===== src/rtl/spi_pkg.sv =====
// Shared types and helpers for the SPI master family: FSM states, mode
// encodings ({cpol, cpha}) and a configuration clamp.
package spi_pkg;

  typedef enum logic [1:0] {IDLE, FRONT, SHIFT, BACK} state_t;

  localparam logic [1:0] MODE0 = 2'b00;
  localparam logic [1:0] MODE1 = 2'b01;
  localparam logic [1:0] MODE2 = 2'b10;
  localparam logic [1:0] MODE3 = 2'b11;

  // Zero maps to zero_val, anything above max_val saturates to max_val.
  function automatic int unsigned clamp_cfg(input int unsigned v,
                                            input int unsigned zero_val,
                                            input int unsigned max_val);
    if (v == 0) return zero_val;
    else if (v > max_val) return max_val;
    else return v;
  endfunction

endpackage


===== src/rtl/spi_clk_div.sv =====
// H-cycle divider: counts 0..half-1 while enabled and flags the terminal
// count, wrapping to 0 on that cycle; load holds the count at 0.
module spi_clk_div #(
  parameter int unsigned DIV_W = 8
) (
  input  logic             clk,
  input  logic             rst_n,
  input  logic             load,
  input  logic             en,
  input  logic [DIV_W-1:0] half,
  output logic             tc
);

  logic [DIV_W-1:0] cnt;

  assign tc = en && (cnt == half - DIV_W'(1));

  always_ff @(posedge clk or negedge rst_n) begin
    if (!rst_n)    cnt <= '0;
    else if (load) cnt <= '0;
    else if (en)   cnt <= tc ? '0 : cnt + DIV_W'(1);
  end

endmodule


===== src/rtl/spi_mstr_gen.sv =====
// Parametrised SPI master: runtime frame length, all four CPOL/CPHA modes,
// MSB/LSB-first and programmable SCLK half-period. Define SPI_MSTR_MISO_EN
// to add full-duplex receive (MISO in, rx_data out).
module spi_mstr_gen
  import spi_pkg::*;
#(
  parameter int unsigned DATA_W = 16,
  parameter int unsigned DIV_W  = 8,
  parameter int unsigned LEN_W  = $clog2(DATA_W + 1)
) (
  input  logic              clk,
  input  logic              rst_n,
  input  logic              wrt,
  input  logic [DATA_W-1:0] data_out,
  input  logic [LEN_W-1:0]  len,
  input  logic              cpol,
  input  logic              cpha,
  input  logic              lsb_first,
  input  logic [DIV_W-1:0]  half_div,
  output logic              SS_n,
  output logic              SCLK,
  output logic              MOSI,
  output logic              busy,
`ifdef SPI_MSTR_MISO_EN
  input  logic              MISO,
  output logic [DATA_W-1:0] rx_data,
`endif
  output logic              done
);

  localparam int unsigned HMAX = (2 ** DIV_W) - 1;

  state_t            state;
  logic [LEN_W-1:0]  l_q;
  logic [DIV_W-1:0]  h_q;
  logic [1:0]        mode_q;
  logic              lsb_q;
  logic [DATA_W-1:0] shreg;
  logic [LEN_W:0]    edge_cnt;
  logic [LEN_W:0]    nxt_edge;
  logic [LEN_W:0]    last_edge;
  logic              tc;
  logic              leading;
  logic              do_present;
  logic              cur_bit;
  logic [DATA_W-1:0] shifted;
  logic              first_in;
  logic [DATA_W-1:0] shift_in;
  logic [LEN_W-1:0]  l_in;
  logic [DIV_W-1:0]  h_in;

  spi_clk_div #(.DIV_W(DIV_W)) u_div (
    .clk  (clk),
    .rst_n(rst_n),
    .load (state == IDLE),
    .en   (state != IDLE),
    .half (h_q),
    .tc   (tc)
  );

  assign nxt_edge  = edge_cnt + (LEN_W + 1)'(1);
  assign last_edge = {l_q, 1'b0};
  assign leading   = nxt_edge[0];
  assign l_in      = LEN_W'(clamp_cfg(32'(len), DATA_W, DATA_W));
  assign h_in      = DIV_W'(clamp_cfg(32'(half_div), 1, HMAX));

  always_comb begin
    cur_bit  = lsb_q ? shreg[0] : shreg[DATA_W-1];
    shifted  = lsb_q ? (shreg >> 1) : (shreg << 1);
    first_in = lsb_first ? data_out[0] : data_out[DATA_W-1];
    shift_in = lsb_first ? (data_out >> 1) : (data_out << 1);
    // cpha=0 pre-loads bit 0 at accept, so it advances on trailing edges
    // (never after the final one); cpha=1 advances on every leading edge.
    do_present = 1'b0;
    unique case (mode_q)
      MODE0, MODE2: do_present = !leading && (nxt_edge != last_edge);
      MODE1, MODE3: do_present = leading;
    endcase
  end

  always_ff @(posedge clk or negedge rst_n) begin
    if (!rst_n) begin
      state    <= IDLE;
      SS_n     <= 1'b1;
      SCLK     <= 1'b0;
      MOSI     <= 1'b0;
      busy     <= 1'b0;
      done     <= 1'b0;
      l_q      <= '0;
      h_q      <= '0;
      mode_q   <= MODE0;
      lsb_q    <= 1'b0;
      shreg    <= '0;
      edge_cnt <= '0;
    end else begin
      done <= 1'b0;
      unique case (state)
        IDLE: begin
          SCLK <= cpol;
          if (wrt) begin
            l_q      <= l_in;
            h_q      <= h_in;
            mode_q   <= {cpol, cpha};
            lsb_q    <= lsb_first;
            edge_cnt <= '0;
            SS_n     <= 1'b0;
            busy     <= 1'b1;
            state    <= FRONT;
            if (!cpha) begin
              MOSI  <= first_in;
              shreg <= shift_in;
            end else begin
              shreg <= data_out;
            end
          end
        end
        // FRONT's terminal count is edge 1, so it shares the edge logic.
        FRONT, SHIFT: begin
          if (tc) begin
            SCLK     <= leading ? ~mode_q[1] : mode_q[1];
            edge_cnt <= nxt_edge;
            state    <= (nxt_edge == last_edge) ? BACK : SHIFT;
            if (do_present) begin
              MOSI  <= cur_bit;
              shreg <= shifted;
            end
          end
        end
        BACK: begin
          if (tc) begin
            SS_n  <= 1'b1;
            done  <= 1'b1;
            busy  <= 1'b0;
            state <= IDLE;
          end
        end
      endcase
    end
  end

`ifdef SPI_MSTR_MISO_EN
  logic [DATA_W-1:0] rx_sh;

  always_ff @(posedge clk or negedge rst_n) begin
    if (!rst_n) begin
      rx_sh   <= '0;
      rx_data <= '0;
    end else begin
      if (state == IDLE && wrt)
        rx_sh <= '0;
      else if ((state == FRONT || state == SHIFT) && tc && (leading ^ mode_q[0]))
        rx_sh <= lsb_q ? {MISO, rx_sh[DATA_W-1:1]} : {rx_sh[DATA_W-2:0], MISO};
      if (state == BACK && tc)
        rx_data <= rx_sh;
    end
  end
`endif

endmodule


===== config.mk =====
export PLATFORM = sky130hd
export DESIGN_NAME = spi_mstr_gen
export DESIGN_NICKNAME = d
export VERILOG_FILES = /design/src/rtl/spi_pkg.sv /design/src/rtl/spi_clk_div.sv /design/src/rtl/spi_mstr_gen.sv
export SDC_FILE = /design/constraint.sdc
export NUM_CORES = 1
export LEC_CHECK = 0
export BUFFER_PORTS_ARGS = -buffer_cell sky130_fd_sc_hd__buf_2
export CORE_MARGIN = 5
export CORE_UTILIZATION = 40
export CTS_BUF_LIST = sky130_fd_sc_hd__clkbuf_16
export CTS_CLUSTER_SIZE = 16
export DETAILED_ROUTE_END_ITERATION = 8
export GPL_TIMING_DRIVEN = 0
export PLACE_DENSITY = 0.64
export SETUP_SLACK_MARGIN = 0.05
export SYNTH_ARGS = -nofsm -noshare
export SYNTH_HDL_FRONTEND = slang
export SYNTH_SLANG_ARGS = --single-unit

===== constraint.sdc =====
create_clock -name clk -period 3.47 [get_ports clk]
set_input_delay 1.041 -clock clk [delete_from_list [all_inputs] [get_ports clk]]
set_output_delay 1.041 -clock clk [all_outputs]
set_load 0.01 [all_outputs]

After elaboration in Yosys (flattened, before gate mapping)
Cells that the tools add are included.
{ "word_totals": {"in_bits": 35, "regBits": 53, "wordCells": 93, "out_inout_bits": 5} }
{ "classes": {"muxes": 40, "n_bitwise": 1, "n_lt_le_gt_ge": 1, "reduce_logical": 21, "n_addsub": 3, "eq_ne": 14} }
{ "ops": {"columns": ["operator", "n"], "rows": [
  ["$mux 16", 6],
  ["$mux 8", 4],
  ["$pmux 16 s2", 1],
  ["$mux 1", 15],
  ["$mux 6", 2],
  ["$pmux 6 s2", 1],
  ["$mux 5", 2],
  ["$pmux 1 s2", 5],
  ["$reduce_and 3->1", 3],
  ["$add 8x1->8 const B", 1],
  ["$eq 2x2->1 const B", 4],
  ["$eq 8x8->1", 1],
  ["$logic_not 8->1", 1],
  ["$reduce_bool 2->1", 4],
  ["$sub 8x1->8 const B", 1],
  ["$add 6x1->6 const B", 1],
  ["$eq 6x6->1", 1],
  ["$mux 2", 3],
  ["$ne 2x2->1 const B", 3],
  ["$ne 6x6->1", 1],
  ["$pmux 2 s3", 1],
  ["$reduce_or 2->1", 3],
  ["$gt 5x5->1 const B", 1],
  ["$logic_not 5->1", 1],
  ["other kinds (9)", 14]
]} }

Depth between registers and ports, before layout
Gate-level depths: netlist of run 1.
{ "depth": {"ltp_word": 7, "depth_mapped": 10} }

By module
Synthesis of run 1 repeated with hierarchy kept, for this count alone.
{ "hier_totals": {"cells_unflattened": 388, "hier_area_um2": 3693.5} }
{ "modules_own_cells": {"columns": ["mod", "area_each_um2", "instances", "cells_per_inst"], "rows": [
  ["spi_mstr_gen", 2879.0, 1, 290],
  ["spi_clk_div", 814.5, 1, 98]
]} }

Worst setup path after synthesis of run 1
OpenSTA, ideal clock, no wires.
{ "synth_path": {"kind": "in2reg", "startpoint": "input lsb_first", "endpoint": "register shreg[14]", "setup_slack_ps": 713, "required_time_ps": 3345, "cell_stages": 7, "t_arrival_ps": 2632, "path_buffers": 2, "path_cell_list": "clkbuf_1 buf_1 mux2i_1 nor2_1 a211oi_1 a21oi_1 mux2_4"} }
{ "synth_between": {"elab_chain_cells": 4} }
{ "synth_rtl": {"columns": ["element", "line_no", "text"], "rows": [
  ["start, declared", "spi_mstr_gen.sv:18", "input logic lsb_first,"],
  ["$mux 16", "spi_mstr_gen.sv:71", "shift_in = lsb_first ? (data_out >> 1) : (data_out << 1);"],
  ["$mux 16", "spi_mstr_gen.sv:109", "if (!cpha) begin"],
  ["$mux 16", "spi_mstr_gen.sv:100", "if (wrt) begin"],
  ["$pmux 16 s2", "spi_mstr_gen.sv:97", "unique case (state)"],
  ["end signal, assigned", "spi_mstr_gen.sv:111", "shreg <= shift_in;"],
  ["end signal, assigned", "spi_mstr_gen.sv:113", "shreg <= data_out;"],
  ["end signal, assigned", "spi_mstr_gen.sv:125", "shreg <= shifted;"],
  ["end, declared", "spi_mstr_gen.sv:38", "logic [DATA_W-1:0] shreg;"]
]} }
No other way between the ends. The select of a mux whose other input is x is not followed.
A chain may end at the register's enable or synchronous reset.

Worst setup path in the final report of run 1
{ "layout_path": {"startpoint": "register h_q[0]", "endpoint": "register shreg[8]"} }
{ "layout_between": {"elab_chain_cells": 5} }
{ "layout_rtl": {"columns": ["element", "line_no", "text"], "rows": [
  ["start, declared", "spi_mstr_gen.sv:35", "logic [DIV_W-1:0] h_q;"],
  ["start signal, assigned", "spi_mstr_gen.sv:102", "h_q <= h_in;"],
  ["$sub 8x1->8", "spi_clk_div.sv:16", "assign tc = en && (cnt == half - DIV_W'(1));"],
  ["$eq 8x8->1", "spi_clk_div.sv:16", null],
  ["$logic_and 1x1->1", "spi_clk_div.sv:16", null],
  ["$ne 2x1->1 (no source line)", null, null],
  ["$reduce_and 4->1 (no source line)", null, null]
]} }
No other way between the ends.

==> results of run 1 <==
worst paths after layout:
path,startpoint,to,slack (ps),cells after the start
hold reg to reg,SS_n$_DFFE_PN1P_,SS_n$_DFFE_PN1P_,470,2
min in group asynchronous,rst_n,shreg[7]$_DFFE_PN0P_,780,1
max in group asynchronous,rst_n,edge_cnt[4]$_DFFE_PN0P_,2230,1
setup reg to reg,h_q[0]$_DFFE_PN0P_,shreg[8]$_DFFE_PN0P_,620,9
hold / removal,SS_n$_DFFE_PN1P_,SS_n$_DFFE_PN1P_,470,2
setup / recovery,h_q[0]$_DFFE_PN0P_,shreg[8]$_DFFE_PN0P_,620,9
worst max-delay path: stages, from the launching register on:
cell      delay, ps
dfrtp_1         450
inv_1           100
ha_1            200
or3b_1          400
nor4_1          200
o211ai_1        160
a311oi_4        450
a31oi_4         240
buf_6           230
mux2_4          300
layout by cell type, fill, tap and decap left out, types with 3 or more instances in the layout:
cell	n
dfrtp_1	52
buf_2	39
mux2i_1	30
nor2_1	28
nand2_1	26
clkbuf_1	20
a21oi_1	20
mux2_2	19
nand3_1	18
xnor2_1	17
a211oi_1	16
o21ai_0	12
mux2_4	10
inv_1	9
xor2_1	8
nand2b_1	7
nor3_1	6
o211ai_1	6
ha_1	5
clkbuf_16	5
a31oi_1	4
nor4_1	4
buf_1	4
and3_1	3
nor4b_1	3
sequential cells by signal, indices dropped and copies added (netlist names), 2 cells and up:
name,cells
mode_q,2
state,2
h_q,8
l_q,5
u_div.cnt,8
shreg,16
edge_cnt,6
logic make-up (layout without fill, tap and decap cells):
| family | Yosys count | after routing | synth area share |
|---|---|---|---|
| AO/OA/AOI/OAI | 74 | 74 | 0.148 |
| XOR/XNOR | 25 | 25 | 0.0627 |
| adder cells (fa/ha/maj) | 5 | 5 | 0.0179 |
| buffers and inverters | 38 | 83 | 0.0444 |
| flip-flops | 53 | 53 | 0.380 |
| multiplexers | 59 | 59 | 0.190 |
| AND/OR/NAND/NOR | 109 | 109 | 0.158 |
synth_stat cells (all sizes together), types with 7 or more instances:
cell type   n
dfrtp      52
mux2i      30
mux2       29
nor2       28
nand2      26
clkbuf     21
a21oi      20
nand3      18
xnor2      17
a211oi     16
o21ai      12
inv         9
buf         8
xor2        8
nand2b      7
metal layers:
metal	global-route usage	vias to the layer above	wire length (um)
met1	0.215	1392	3670
met2	0.250	75	3660
met4	0.0398	0	84
met5	0	-	0
met3	0.0295	7	446
li1	-	1387	-
cell type report:
| cell class | count | area (um^2) |
|---|---|---|
| tap | 108 | 135 |
| clock inverter | 3 | 17.5 |
| fill | 836 | 4680 |
| sequential | 53 | 1330 |
| buffer | 29 | 121 |
| clock buffer | 5 | 125 |
| timing repair buffer | 37 | 188 |
| inverter | 9 | 33.8 |
| multi-input combinational | 272 | 2010 |
report_power, final:
group          switching [mW]  internal [mW]  total (mW)
Clock                   0.223          0.265       0.488
Sequential              0.233          0.860        1.09
Combinational           0.728          0.682        1.41
==> metrics.md, run 1 <==
| Metric | Value |
|---|---|
| Diode count | `0` |
| Setup_tns | `0 ps` |
| Cell count after synthesis | `363` |
| Slew margin rel. | `0.548` |
| Post-synthesis sequential element count | `53` |
| PnR worst setup slack | `~620 ps` |
| CP required | `3650 ps` |
| Post-CTS Hold Fix Bufs | `0` |
| Area leader, netlist | `dfrtp_1` |
| H-tree lvl count | `2` |
| Final instance area | `slightly below 0.004 mm^2` |
| Die height | `103 um` |
| Total grt overflow | `0` |
| Critical Path End Type | `flop` |
| Final slew viol count | `0` |
| Peak VDD IR | `0.309 mV` |
| FMAX | `351 MHz` |
| I/O pins | `40` |
| Port buffer count | `37` |
| DRT Wirelength | `7.86 mm` |
| Vias | `2861` |
| Core area | `0.00864 mm^2` |
| Die X | `between 100 and 150 um` |
| Site Rows | `34` |
| Layout Nets | `447` |
| Vias in the first global route | `2687` |
| Setup Fix Bufs, Post-CTS | `0` |
| Synth cell types | `51` |
| Gpl congestion | `approximately 0.84` |
| RSZ-0062 raised after global routing | `false` |
| Initial Utilization | `0.405` |
| Hold WS | `470 ps` |
| Syn-to-layout area delta | `13.3%` |
| Clock transition at path regs | `70 ps` |
| Main flop type after synthesis | `dfrtp_1` |
| Remaining DRCs | `0` |
| Pwr Total | `2.99 mW` |
| Final Cycle Share | `0.820` |
| P_leak | `around 1.8 nW` |
| GRT Total Usage | `0.155` |
| Final min period | `2850 ps` |
| PD cells | `755 mW/mm^2` |
| CP startpoint kind | `flop` |
| Avg Inst Size Synth | `9.63 um^2` |
| Share of cells above drive strength 1 | `0.208` |
| Place WS | `397 ps` |
| Synth Warn # | `0` |
| Worst-Skew Late Latency | `300 ps` |
| Routed Antenna Nets | `0` |
| Clock Path Buffers | `2` |
| Largest net degree at the start of global routing | `54` |
| Sequential area share after synthesis | `0.380` |
| Crit path kind | `flop to flop` |
| Antenna violations before repair | `0` |
| Status | `complete, no violations` |
| Post-synth EDFFs | `0` |
| CTS resizes | `0` |
| Via/cell ratio | `5.54` |
| DP Cell Count | `508` |
| CTS Sinks | `53` |
| Num CTS Buffers | `5` |
| 1st-iter DRT viols | `169` |
| Post-synthesis cell area | `0.00349 mm^2` |
| CTS tree | `yes` |
| CP Data Arrival Time | `a little over 3000 ps` |
| Endpoints failing setup | `0` |
| Total of max-cap violations | `0` |
| Syn_nets | `403` |
| Top cell type's share of synthesized area | `0.372` |
| Die Footprint | `0.0107 mm^2` |
| 1st-pass router iterations | `4` |
| HPWL after detailed placement | `5.77 mm` |
| Average wire per standard cell | `15.2 um` |
| Top fanout value on the critical path | `10` |
| Final core occ | `0.459` |
| CTS root buf | `clkbuf_16` |
| First-pass GRT wire length | `roughly 13 mm` |
| Final Hold Viols | `0` |
| Asr flop ratio synth | `1.00` |
| Placed inst area | `about 0.0038 mm^2` |
| Hold Path Class | `flop to flop` |
| Slew @ Worst Pin | `678 ps` |
| Skew final | `a little over 10 ps` |
| Synth area leaders | `dfrtp_1 (37%), mux2i_1 (8.6%), mux2_2 (6.1%), mux2_4 (4.3%), xnor2_1 (4.3%)` |
| Final cell count without fillers | `516` |
Power figures use the tool's default switching activity.
==> inputs of run 2 (changes only) <==
Settings changed: ABC_AREA set to 1.
Clock period 3.47 ns to 2.95 ns, I/O delays scaled along.
==> metrics.md, run 2 <==
| Metric | Value |
|---|---|
| Status | `complete, no violations` |
| Hold Path Class | `flop to flop` |
| CP Capture Point | `shreg[9]$_DFFE_PN0P_` |
| CP startpoint kind | `flop` |
| Placed inst area | `0.00373 mm^2 (-2.3%)` |
| HPWL after detailed placement | `6.21 mm (+7.6%)` |
| Setup_tns | `0 ps (unchanged)` |
| CTS Sinks | `53 (unchanged)` |
| CP Data Arrival Time | `2680 ps (-340 ps)` |
| P_leak | `2.05 nW (+16%)` |
| CTS resizes | `0 (unchanged)` |
| Worst path slowest cell | `clkbuf_1` |
| Most frequent cells in the layout | `nand2_1 (130), inv_1 (72), dfrtp_1 (52), o21ai_0 (46), buf_2 (38)` |
| CP peak stage delay | `450 ps (about the same)` |
| Initial Utilization | `0.413 (+0.00836)` |
| Peak VDD IR | `0.207 mV (-33%)` |
| 1st-pass router iterations | `5 (+1)` |
| RSZ-0062 raised after global routing | `false` |
| Die height | `102 um (-1.1%)` |
| Hold WS | `473 ps (+2.99 ps)` |
| Share of cells above drive strength 1 | `0.153 (-0.0551)` |
| Avg Inst Size Synth | `7.17 um^2 (-26%)` |
| Place WS | `526 ps (+129 ps)` |
| Diode count | `0 (unchanged)` |
| Total grt overflow | `0 (unchanged)` |
| Multi-input gate area | `0.00172 mm^2 (-14%)` |
| Routed Antenna Nets | `0 (unchanged)` |
| Post-CTS Hold Fix Bufs | `0 (unchanged)` |
| I/O pins | `40 (unchanged)` |
| FMAX | `407 MHz (+16%)` |
| Site Rows | `33 (-2.9%)` |
| Pwr Total | `1.51 mW (-49%)` |
| Main flop type after synthesis | `dfrtp_1` |
| Final instance area | `0.00392 mm^2 (-1.1%)` |
| Top fanout value on the critical path | `10 (unchanged)` |
| Endpoints failing setup | `0 (unchanged)` |
| Clock Path Buffers | `2 (unchanged)` |
| Die Footprint | `0.0105 mm^2 (-2.2%)` |
| Sequential area share after synthesis | `0.389 (+0.00934)` |
| Top reg by flops | `shreg` |
| Most common cell after layout, fill and taps aside | `nand2_1` |
| Gpl congestion | `1.03 (+22%)` |
| Largest net degree at the start of global routing | `54 (unchanged)` |
| Slew @ Worst Pin | `676 ps (-2.83 ps)` |
| R2r setup slk | `490 ps (-130 ps)` |
| Die X | `102 um (-1.1%)` |
| Total of max-cap violations | `0 (unchanged)` |
| RR Startpoint | `state[0]$_DFFE_PN0P_` |
| CTS tree | `yes` |
| Cell count after synthesis | `476 (+31%)` |
| Final min period | `2460 ps (-386 ps)` |
| Fillers | `834 (-0.24%)` |
| 1st-iter DRT viols | `156 (-7.7%)` |
| Worst-Skew Late Latency | `290 ps (about the same)` |
| Core area | `0.00826 mm^2 (-4.4%)` |
| Vias | `3212 (+12%)` |
| Via/cell ratio | `5.12 (-7.6%)` |
| Top Registers | `shreg (16), h_q (8), u_div.cnt (8)` |
| CTS root buf | `clkbuf_16` |
| PnR worst setup slack | `490 ps (-134 ps)` |
| Final Cycle Share | `0.834 (+0.0138)` |
| Synth Warn # | `0 (unchanged)` |
| Synth top cells by count | `nand2_1 (130), inv_1 (72), dfrtp_1 (52)` |
| Worst-path cell chain | `inv_1 > ha_1 > clkbuf_1 > nand2_1 > inv_1 > clkbuf_1 > a221oi_1 > o21ai_2` |
| Crit path kind | `flop to flop` |
| Antenna violations before repair | `0 (unchanged)` |
| CP required | `3170 ps (-480 ps)` |
| Final Hold Viols | `0 (unchanged)` |
| Remaining DRCs | `0 (unchanged)` |
| Port buffer count | `37 (unchanged)` |
| Num CTS Buffers | `5 (unchanged)` |
| Setup Fix Bufs, Post-CTS | `0 (unchanged)` |
| Syn_nets | `516 (+28%)` |
| Area leader, netlist | `dfrtp_1` |
| Synth area leaders | `dfrtp_1 (38%), nand2_1 (14%), inv_1 (7.9%), o21ai_0 (6.7%), nand3_1 (4.8%)` |
| Count leader, synth | `nand2_1` |
| Critical Path End Type | `flop` |
| DRT Wirelength | `8.21 mm (+4.4%)` |
| Clock transition at path regs | `70 ps (about the same)` |
| H-tree lvl count | `2 (unchanged)` |
| Area taken by flip-flops and latches | `0.00133 mm^2 (unchanged)` |
| First-pass GRT wire length | `14.1 mm (+7.1%)` |
| GRT Total Usage | `0.166 (+0.0105)` |
| Skew final | `7.44 ps (-2.69 ps)` |
| Critical Path Source | `state[0]$_DFFE_PN0P_` |
| Layout Nets | `561 (+26%)` |
| PD cells | `386 mW/mm^2 (-49%)` |
| Average wire per standard cell | `13.1 um (-14%)` |
| Max reg flops | `16 (unchanged)` |
| Vias in the first global route | `3108 (+16%)` |
| Syn-to-layout area delta | `14.8%` |
| Worst reg2reg endpoint | `shreg[9]$_DFFE_PN0P_` |
| Post-synthesis cell area | `0.00341 mm^2 (-2.4%)` |
| Asr flop ratio synth | `1.00 (unchanged)` |
| Depth of the most critical reg-to-reg path | `8 (-1)` |
| Synth cell types | `37 (-27%)` |
| Post-synth EDFFs | `0 (unchanged)` |
| Final slew viol count | `0 (unchanged)` |
| Top cell type's share of synthesized area | `0.382 (+0.00915)` |
| Slew margin rel. | `0.548 (about the same)` |
| Post-synthesis sequential element count | `53 (unchanged)` |
==> run 2: cell type report <==
type                       count  share of cell area
multi-input combinational    334               0.440
sequential                    53               0.339
inverter                      73              0.0700
timing repair buffer          38              0.0524
tap                          105              0.0335
clock buffer                   5              0.0319
buffer                        16              0.0224
clock inverter                 3              0.0112
==> run 2: cell families (layout without fill, tap and decap cells) <==
family | after synthesis | after routing | synth area share
buffers and inverters | 89 | 135 | 0.106
adder cells (fa/ha/maj) | 5 | 5 | 0.0183
AND/OR/NAND/NOR | 221 | 221 | 0.289
AO/OA/AOI/OAI | 106 | 106 | 0.193
flip-flops | 53 | 53 | 0.389
XOR/XNOR | 2 | 2 | 0.00514
==> run 2: power by group <==
part / switching (mW) / internal (mW) / total [mW] / leakage, nW
sequential: 0 / 0.726 / 0.726 / 0.634
clock: 0.268 / 0.402 / 0.670 / 0.0842
combinational: 0.0718 / 0.0432 / 0.115 / 1.33
==> run 2: critical path: cells and delay by family, from the launching register on <==
kind / cells / cell delay [ps]
buf+inv: 4 / 1080
fa+ha+maj: 1 / 350
simple gates: 1 / 250
flops: 1 / 350
compound gates: 2 / 340
==> run 2: how the worst min path moves through the flow <==
stage	cells past startpoint	from	to
6_report	2	MOSI$_DFFE_PN0P_	MOSI$_DFFE_PN0P_
5_1_grt	2	MOSI$_DFFE_PN0P_	MOSI$_DFFE_PN0P_
4_1_cts	2	MOSI$_DFFE_PN0P_	MOSI$_DFFE_PN0P_
3_5_place_dp	2	MOSI$_DFFE_PN0P_	MOSI$_DFFE_PN0P_
3_3_place_gp	2	MOSI$_DFFE_PN0P_	MOSI$_DFFE_PN0P_
2_1_floorplan	2	shreg[11]$_DFFE_PN0P_	shreg[11]$_DFFE_PN0P_
==> run 2: through the flow <==
step                 util  std cells
floorplan               -        476
global placement    0.451        618
detailed placement  0.451        618
CTS                 0.472        626
global route        0.474        627
finish              0.474        627
==> run 2: layer usage <==
metal / global-route usage / share of wire / wire [um]
met4: 0.0394 / 0.012 / 101
met3: 0.0259 / 0.049 / 404
met2: 0.273 / 0.45 / 3680
met1: 0.229 / 0.49 / 4020
met5: 0 / 0 / 0
